$ cat src/rtl/jtag_frame_master.sv
// Host-side JTAG initiator: TAP reset, one IR load, then one 11-bit {data, addr} DR scan per request.
// Latency: a request accepted on clock T gives rsp_valid_o on T+1+32*CLK_DIV; init takes (12+IR_LEN)*2*CLK_DIV clocks.
// Backpressure: req_ready_o is high only in IDLE; a request is held off while a scan or init walk is in flight.
module jtag_frame_master #(
  parameter int                CLK_DIV  = 4,
  parameter int                IR_LEN   = 6,
  parameter logic [IR_LEN-1:0] IR_VALUE = IR_LEN'(2)
) (
  input  logic       clk_i,
  input  logic       rst_i,
  input  logic       req_valid_i,
  output logic       req_ready_o,
  input  logic [7:0] req_data_i,
  input  logic [2:0] req_addr_i,
  output logic       rsp_valid_o,
  output logic [7:0] rsp_data_o,
  output logic [2:0] rsp_addr_o,
  input  logic       reinit_i,
  output logic       init_done_o,
  output logic       tck_o,
  output logic       tms_o,
  output logic       tdi_o,
  input  logic       tdo_i
);

  localparam int PH_W  = $clog2(2 * CLK_DIV);
  localparam int IDX_W = $clog2(IR_LEN + 17);
  localparam int IRB_W = (IR_LEN > 1) ? $clog2(IR_LEN) : 1;

  // Phase counter: low half is 0..CLK_DIV-1, high half is CLK_DIV..2*CLK_DIV-1.
  localparam logic [PH_W-1:0]  PH_LAST     = PH_W'(2 * CLK_DIV - 1);
  localparam logic [PH_W-1:0]  PH_HIGH     = PH_W'(CLK_DIV);

  // Slot indices within each state's TMS walk.
  localparam logic [IDX_W-1:0] TLR_LAST    = IDX_W'(5);
  localparam logic [IDX_W-1:0] IR_SH_FIRST = IDX_W'(4);
  localparam logic [IDX_W-1:0] IR_SH_LAST  = IDX_W'(IR_LEN + 3);
  localparam logic [IDX_W-1:0] IR_UPD      = IDX_W'(IR_LEN + 4);
  localparam logic [IDX_W-1:0] IR_LAST     = IDX_W'(IR_LEN + 5);
  localparam logic [IDX_W-1:0] DR_SH_FIRST = IDX_W'(3);
  localparam logic [IDX_W-1:0] DR_SH_LAST  = IDX_W'(13);
  localparam logic [IDX_W-1:0] DR_UPD      = IDX_W'(14);
  localparam logic [IDX_W-1:0] DR_LAST     = IDX_W'(15);

  typedef enum logic [1:0] {
    INIT_TLR,
    INIT_IR,
    IDLE,
    DR_SCAN
  } state_t;

  state_t             state, state_nxt;
  logic [IDX_W-1:0]   idx, idx_nxt, last_idx;
  logic [PH_W-1:0]    ph, ph_nxt;
  logic               slot_end, last_slot, new_slot, accept, samp;
  logic               tms_nxt, tdi_nxt;
  logic [IRB_W-1:0]   ir_sel;
  logic [3:0]         fr_sel, rx_sel;
  logic [10:0]        frame, rx;

  assign req_ready_o = (state == IDLE);

  // State, slot index and phase counter registers; reset parks at the first TLR slot.
  always_ff @(posedge clk_i or posedge rst_i) begin
    if (rst_i) begin
      state <= INIT_TLR;
      idx   <= '0;
      ph    <= '0;
    end else begin
      state <= state_nxt;
      idx   <= idx_nxt;
      ph    <= ph_nxt;
    end
  end

  // Next state, slot sequencing and the TMS/TDI bits for the slot about to start.
  always_comb begin
    last_idx  = DR_LAST;
    state_nxt = state;
    tms_nxt   = 1'b0;
    tdi_nxt   = 1'b0;

    case (state)
      INIT_TLR: last_idx = TLR_LAST;
      INIT_IR:  last_idx = IR_LAST;
      default:  last_idx = DR_LAST;
    endcase

    slot_end  = (state != IDLE) && (ph == PH_LAST);
    last_slot = slot_end && (idx == last_idx);
    accept    = (state == IDLE) && req_valid_i && !reinit_i;

    case (state)
      INIT_TLR: if (last_slot) state_nxt = INIT_IR;
      INIT_IR:  if (last_slot) state_nxt = IDLE;
      IDLE: begin
        if (reinit_i)         state_nxt = INIT_TLR;
        else if (req_valid_i) state_nxt = DR_SCAN;
      end
      DR_SCAN:  if (last_slot) state_nxt = IDLE;
      default:  state_nxt = INIT_TLR;
    endcase

    if (state_nxt != state) idx_nxt = '0;
    else if (slot_end)      idx_nxt = idx + IDX_W'(1);
    else                    idx_nxt = idx;

    if (state_nxt == IDLE || state == IDLE || slot_end) ph_nxt = '0;
    else                                               ph_nxt = ph + PH_W'(1);

    new_slot = slot_end || ((state == IDLE) && (state_nxt != IDLE));

    ir_sel = IRB_W'(idx_nxt - IR_SH_FIRST);
    fr_sel = 4'(idx_nxt - DR_SH_FIRST);
    rx_sel = 4'(idx - DR_SH_FIRST);
    samp   = (state == DR_SCAN) && (ph == PH_LAST) &&
             (idx >= DR_SH_FIRST) && (idx <= DR_SH_LAST);

    case (state_nxt)
      INIT_TLR: tms_nxt = (idx_nxt != TLR_LAST);
      INIT_IR: begin
        tms_nxt = (idx_nxt < IDX_W'(2)) || (idx_nxt == IR_SH_LAST) || (idx_nxt == IR_UPD);
        if (idx_nxt >= IR_SH_FIRST && idx_nxt <= IR_SH_LAST) tdi_nxt = IR_VALUE[ir_sel];
      end
      DR_SCAN: begin
        tms_nxt = (idx_nxt == '0) || (idx_nxt == DR_SH_LAST) || (idx_nxt == DR_UPD);
        if (idx_nxt >= DR_SH_FIRST && idx_nxt <= DR_SH_LAST) tdi_nxt = frame[fr_sel];
      end
      default: ;
    endcase
  end

  // JTAG pins, frame/capture registers and response/init status.
  always_ff @(posedge clk_i or posedge rst_i) begin
    if (rst_i) begin
      tck_o       <= 1'b0;
      tms_o       <= 1'b1;
      tdi_o       <= 1'b0;
      frame       <= '0;
      rx          <= '0;
      rsp_valid_o <= 1'b0;
      rsp_data_o  <= '0;
      rsp_addr_o  <= '0;
      init_done_o <= 1'b0;
    end else begin
      rsp_valid_o <= 1'b0;
      tck_o       <= (state_nxt != IDLE) && (ph_nxt >= PH_HIGH);
      if (state_nxt == IDLE) begin
        tms_o <= 1'b0;
        tdi_o <= 1'b0;
      end else if (new_slot) begin
        tms_o <= tms_nxt;
        tdi_o <= tdi_nxt;
      end
      if (accept) frame <= {req_data_i, req_addr_i};
      if (samp) rx[rx_sel] <= tdo_i;
      if (state == INIT_IR && last_slot) init_done_o <= 1'b1;
      if (state == IDLE && reinit_i) init_done_o <= 1'b0;
      if (state == DR_SCAN && last_slot) begin
        rsp_valid_o <= 1'b1;
        rsp_data_o  <= rx[10:3];
        rsp_addr_o  <= rx[2:0];
      end
    end
  end

endmodule

$ cat config.mk
export PLATFORM = sky130hd
export DESIGN_NAME = jtag_frame_master
export DESIGN_NICKNAME = d
export VERILOG_FILES = /design/src/rtl/jtag_frame_master.sv
export SDC_FILE = /design/constraint.sdc
export NUM_CORES = 1
export LEC_CHECK = 0
export CAP_MARGIN = 25
export CORE_MARGIN = 2
export CORE_UTILIZATION = 45
export DETAILED_ROUTE_END_ITERATION = 12
export PLACE_DENSITY_LB_ADDON = 0.15
export RECOVER_POWER = 25
export SETUP_SLACK_MARGIN = 0.15
export SLEW_MARGIN = 0
export SYNTH_ARGS = -nofsm -noshare
export SYNTH_HDL_FRONTEND = slang
export SYNTH_SLANG_ARGS = --single-unit
export TNS_END_PERCENT = 10
$ cat constraint.sdc
create_clock -name clk_i -period 7.9 [get_ports clk_i]
set_input_delay 1.58 -clock clk_i [delete_from_list [all_inputs] [get_ports clk_i]]
set_output_delay 1.58 -clock clk_i [all_outputs]
set_load 0.02 [all_outputs]
==> impl_results.md <==
* Initial Util at 47.3%
* CTS Hold Bufs at 0
* RSZ-0062 raised after global routing: no
* WHS at 0.446 ns
* Clk sinks at 48
* Reg2Reg Depth at 12
* Register bit total from synthesis at 48
* First-pass iteration count of the detailed router at 4
* Min cycle time layout at 4.36 ns
* Fmax at 0.229 GHz
* Yosys cell types at 50
* Dpl hpwl at 3640 um
* Worst-path clk slew at 0.09 ns
* Synth warnings at 0
* Met3 Usage GRT at 3.71%
* DR vias at 1864
* Max-cap violation count at 1
* Most common cell in the synthesized netlist: dfrtp_1
* Final layout net count at 301
* Failing checks: max-capacitance violations, max-slew violations
* Area growth, synth to finish at 18.1%
* GR met2 Demand/Resource at 28.1%
* Max Slew Vio Count at 31
* P per Cell Area at 318 nW/um^2
* Routed WL at 5000 um
* Via density at 5.37
* Synth top area cells: dfrtp_1 (45%), mux2_2 (15%), ha_1 (5.2%)
* Most frequent cells after synthesis: dfrtp_1 (47), mux2_2 (34), nor2_1 (26)
* DR iter-0 viols at 106
* Die height at 80.6 um
* Number of antenna repair diodes at 0
* Start of the worst register-to-register path: state[0]$_DFF_PP0_
* Clk_lat worst skew at 0.30 ns
* Antenna Nets Post-Route at 0
* Ys flop type: dfrtp_1
* Actual slew at the worst max-slew pin at 1.56 ns
* Endpoints failing setup at 0
* Clock root buffer: clkbuf_8
* Post-synth top area share at 44.6%
* Run status: complete, but fails checks
* Initial antenna violation count at 0
* Post-layout util at 55.9%
* WL/cell at 14.4 um
* Grt ovf at 0
* Maximum vdd drop at 0.169 mV
* CTS tree: yes
* WP data arrival at 4.61 ns
* Final Cycle Share at 55.2%
* Most used routing layer: met2
* HP Start: ph[0]$_DFF_PP0_
* Crit end category: flop
* Synth area leader: dfrtp_1
* Syn Area/Cell at 10.8 um^2
* Net Count, Synth at 271
* CP required at 8.15 ns
* Boundary Pins at 33
* HP Class: reg -> reg
* Gr usage total at 17.4%
* Die width at 80.6 um
* Core area at 5570 um^2
* Setup Buffers After CTS at 0
* Pleak at 1.41 nW
* GPL Wtd Cong at 0.852
* Asr flop ratio synth at 100%
* Port bufs at 32
* Layout fillers at 501
* Post-cts resize count at 0
* Flop-to-flop setup slack at 4.22 ns
* CTS max path bufs at 2
* Post-synthesis sequential area ratio at 45.6%
* CTS Buf Count at 5
* Final TNS setup at 0 ns
* Hold Path Depth at 1
* Remaining DRCs at 0
* Post-synth EDFFs at 0
* CP startpoint kind: input port
* Depth of the CTS H-tree at 2
* Die Area at 6490 um^2
* CP Class: in -> reg
* Max_slew headroom at -3.67%
* Gate Count Post-Synth at 244
* GRT met1 Usage at 23.7%
* Pin count of the biggest net entering global routing at 49
* Setup crit start: reinit_i
* Hold Path End: ph[0]$_DFF_PP0_
* Count of final hold-check violations at 0
* First-pass GRT wire length at 8830 um
* Rows at 27
* Max Clock Skew at 0.00313 ns
* Post-synthesis cell area at 2640 um^2
* Crit-path max FO at 7
* Final Power at 0.000992 W
* Worst r2r dst: tdi_o$_DFFE_PP0P_
* Share of layout cells above drive strength 1 at 20.0%
* Vias in the first global route at 1910
-- flip-flops by register name, summed over array words and instances, names as in the netlist --
register     cells
ph               3
state            2
tdi_o            1
frame           11
rsp_addr_o       3
tms_o            1
tck_o            1
idx              5
init_done_o      1
rsp_valid_o      1
rsp_data_o       8
rx              11
-- per-layer routing --
metal | vias to the layer above | part of all wire, % | routed length, um
met4 | 0 | 0.96 | 48
met2 | 38 | 47 | 2370
li1 | 925 | - | -
met5 | - | 0 | 0
met3 | 5 | 4.1 | 205
met1 | 896 | 47 | 2370
-- report_power, final --
part | switching [W] | internal (W)
Clock | 0.0000863 | 0.0000954
Combinational | 0.000226 | 0.000218
Sequential | 0.0000605 | 0.000306
Total | 0.000372 | 0.000619
-- worst max-delay path, stage by stage --
cell and delay, ns:
clkdlybuf4s50_1 0.48, nor3_1 0.59, o21ai_1 0.28, inv_1 0.16
ha_1 0.32, nand2b_1 0.18, a21oi_1 0.12, a31oi_1 0.05
mux2_4 0.28, a2111oi_1 0.41, a21o_1 0.17
-- layout by cell type (no fill, tap or decap), types with 2 or more instances in the layout --
master	instances
dfrtp_1	47
mux2_2	34
clkdlybuf4s50_1	31
nor2_1	26
nand2_1	23
ha_1	11
inv_1	10
a21oi_1	9
nor3_1	7
clkbuf_8	5
a31oi_1	4
nand2b_1	4
or2_2	4
o21ai_0	4
mux4_2	4
xor2_1	3
xnor2_1	3
nand3_1	3
nor4_1	3
nand4_1	2
o21ai_1	2
mux2i_1	2
and2_1	2
clkinv_4	2
-- how the worst max path moves through the flow --
stage | depth (start not counted) | to | slack, ns
floorplan | 10 | tdi_o$_DFFE_PP0P_ | 3.99
global placement | 11 | tdi_o$_DFFE_PP0P_ | 3.29
detailed placement | 11 | tdi_o$_DFFE_PP0P_ | 3.22
CTS | 11 | tdi_o$_DFFE_PP0P_ | 3.52
global route | 11 | tdi_o$_DFFE_PP0P_ | 3.33
finish | 11 | tdi_o$_DFFE_PP0P_ | 3.54
-- cells by family (layout without fill, tap and decap cells) --
logic type / after synthesis / after routing / synth area share (%)
DFF: 48 / 48 / 45.6
muxes: 41 / 41 / 19.3
and+or+nand+nor: 85 / 85 / 15.6
xor gates and xnor gates: 6 / 6 / 1.99
AOI/OAI and AO/OA: 33 / 33 / 8.96
buffers and inverters: 20 / 51 / 3.46
adders and majority gates: 11 / 11 / 5.22
-- through the flow --
stage | worst slack [ns] | cell area (um^2) | std cells
after floorplan | 3.99 | 2640 | 244
after CTS | 3.52 | 3110 | 346
after detailed placement | 3.22 | 3000 | 338
final | 3.54 | 3120 | 347
after global routing | 3.33 | 3120 | 347
after global placement | 3.29 | 3000 | 338
-- final cells by class --
cell class | count | area (um^2) | area share [%]
well taps | 72 | 90.1 | 2.89
clock inverters | 3 | 47.5 | 1.53
multi-input cells | 176 | 1350 | 43.2
repair buffers | 33 | 324 | 10.4
flip-flops and latches | 48 | 1200 | 38.6
clock buffers | 5 | 68.8 | 2.21
inverters | 10 | 37.5 | 1.20
(Power assumes the default switching activity.)
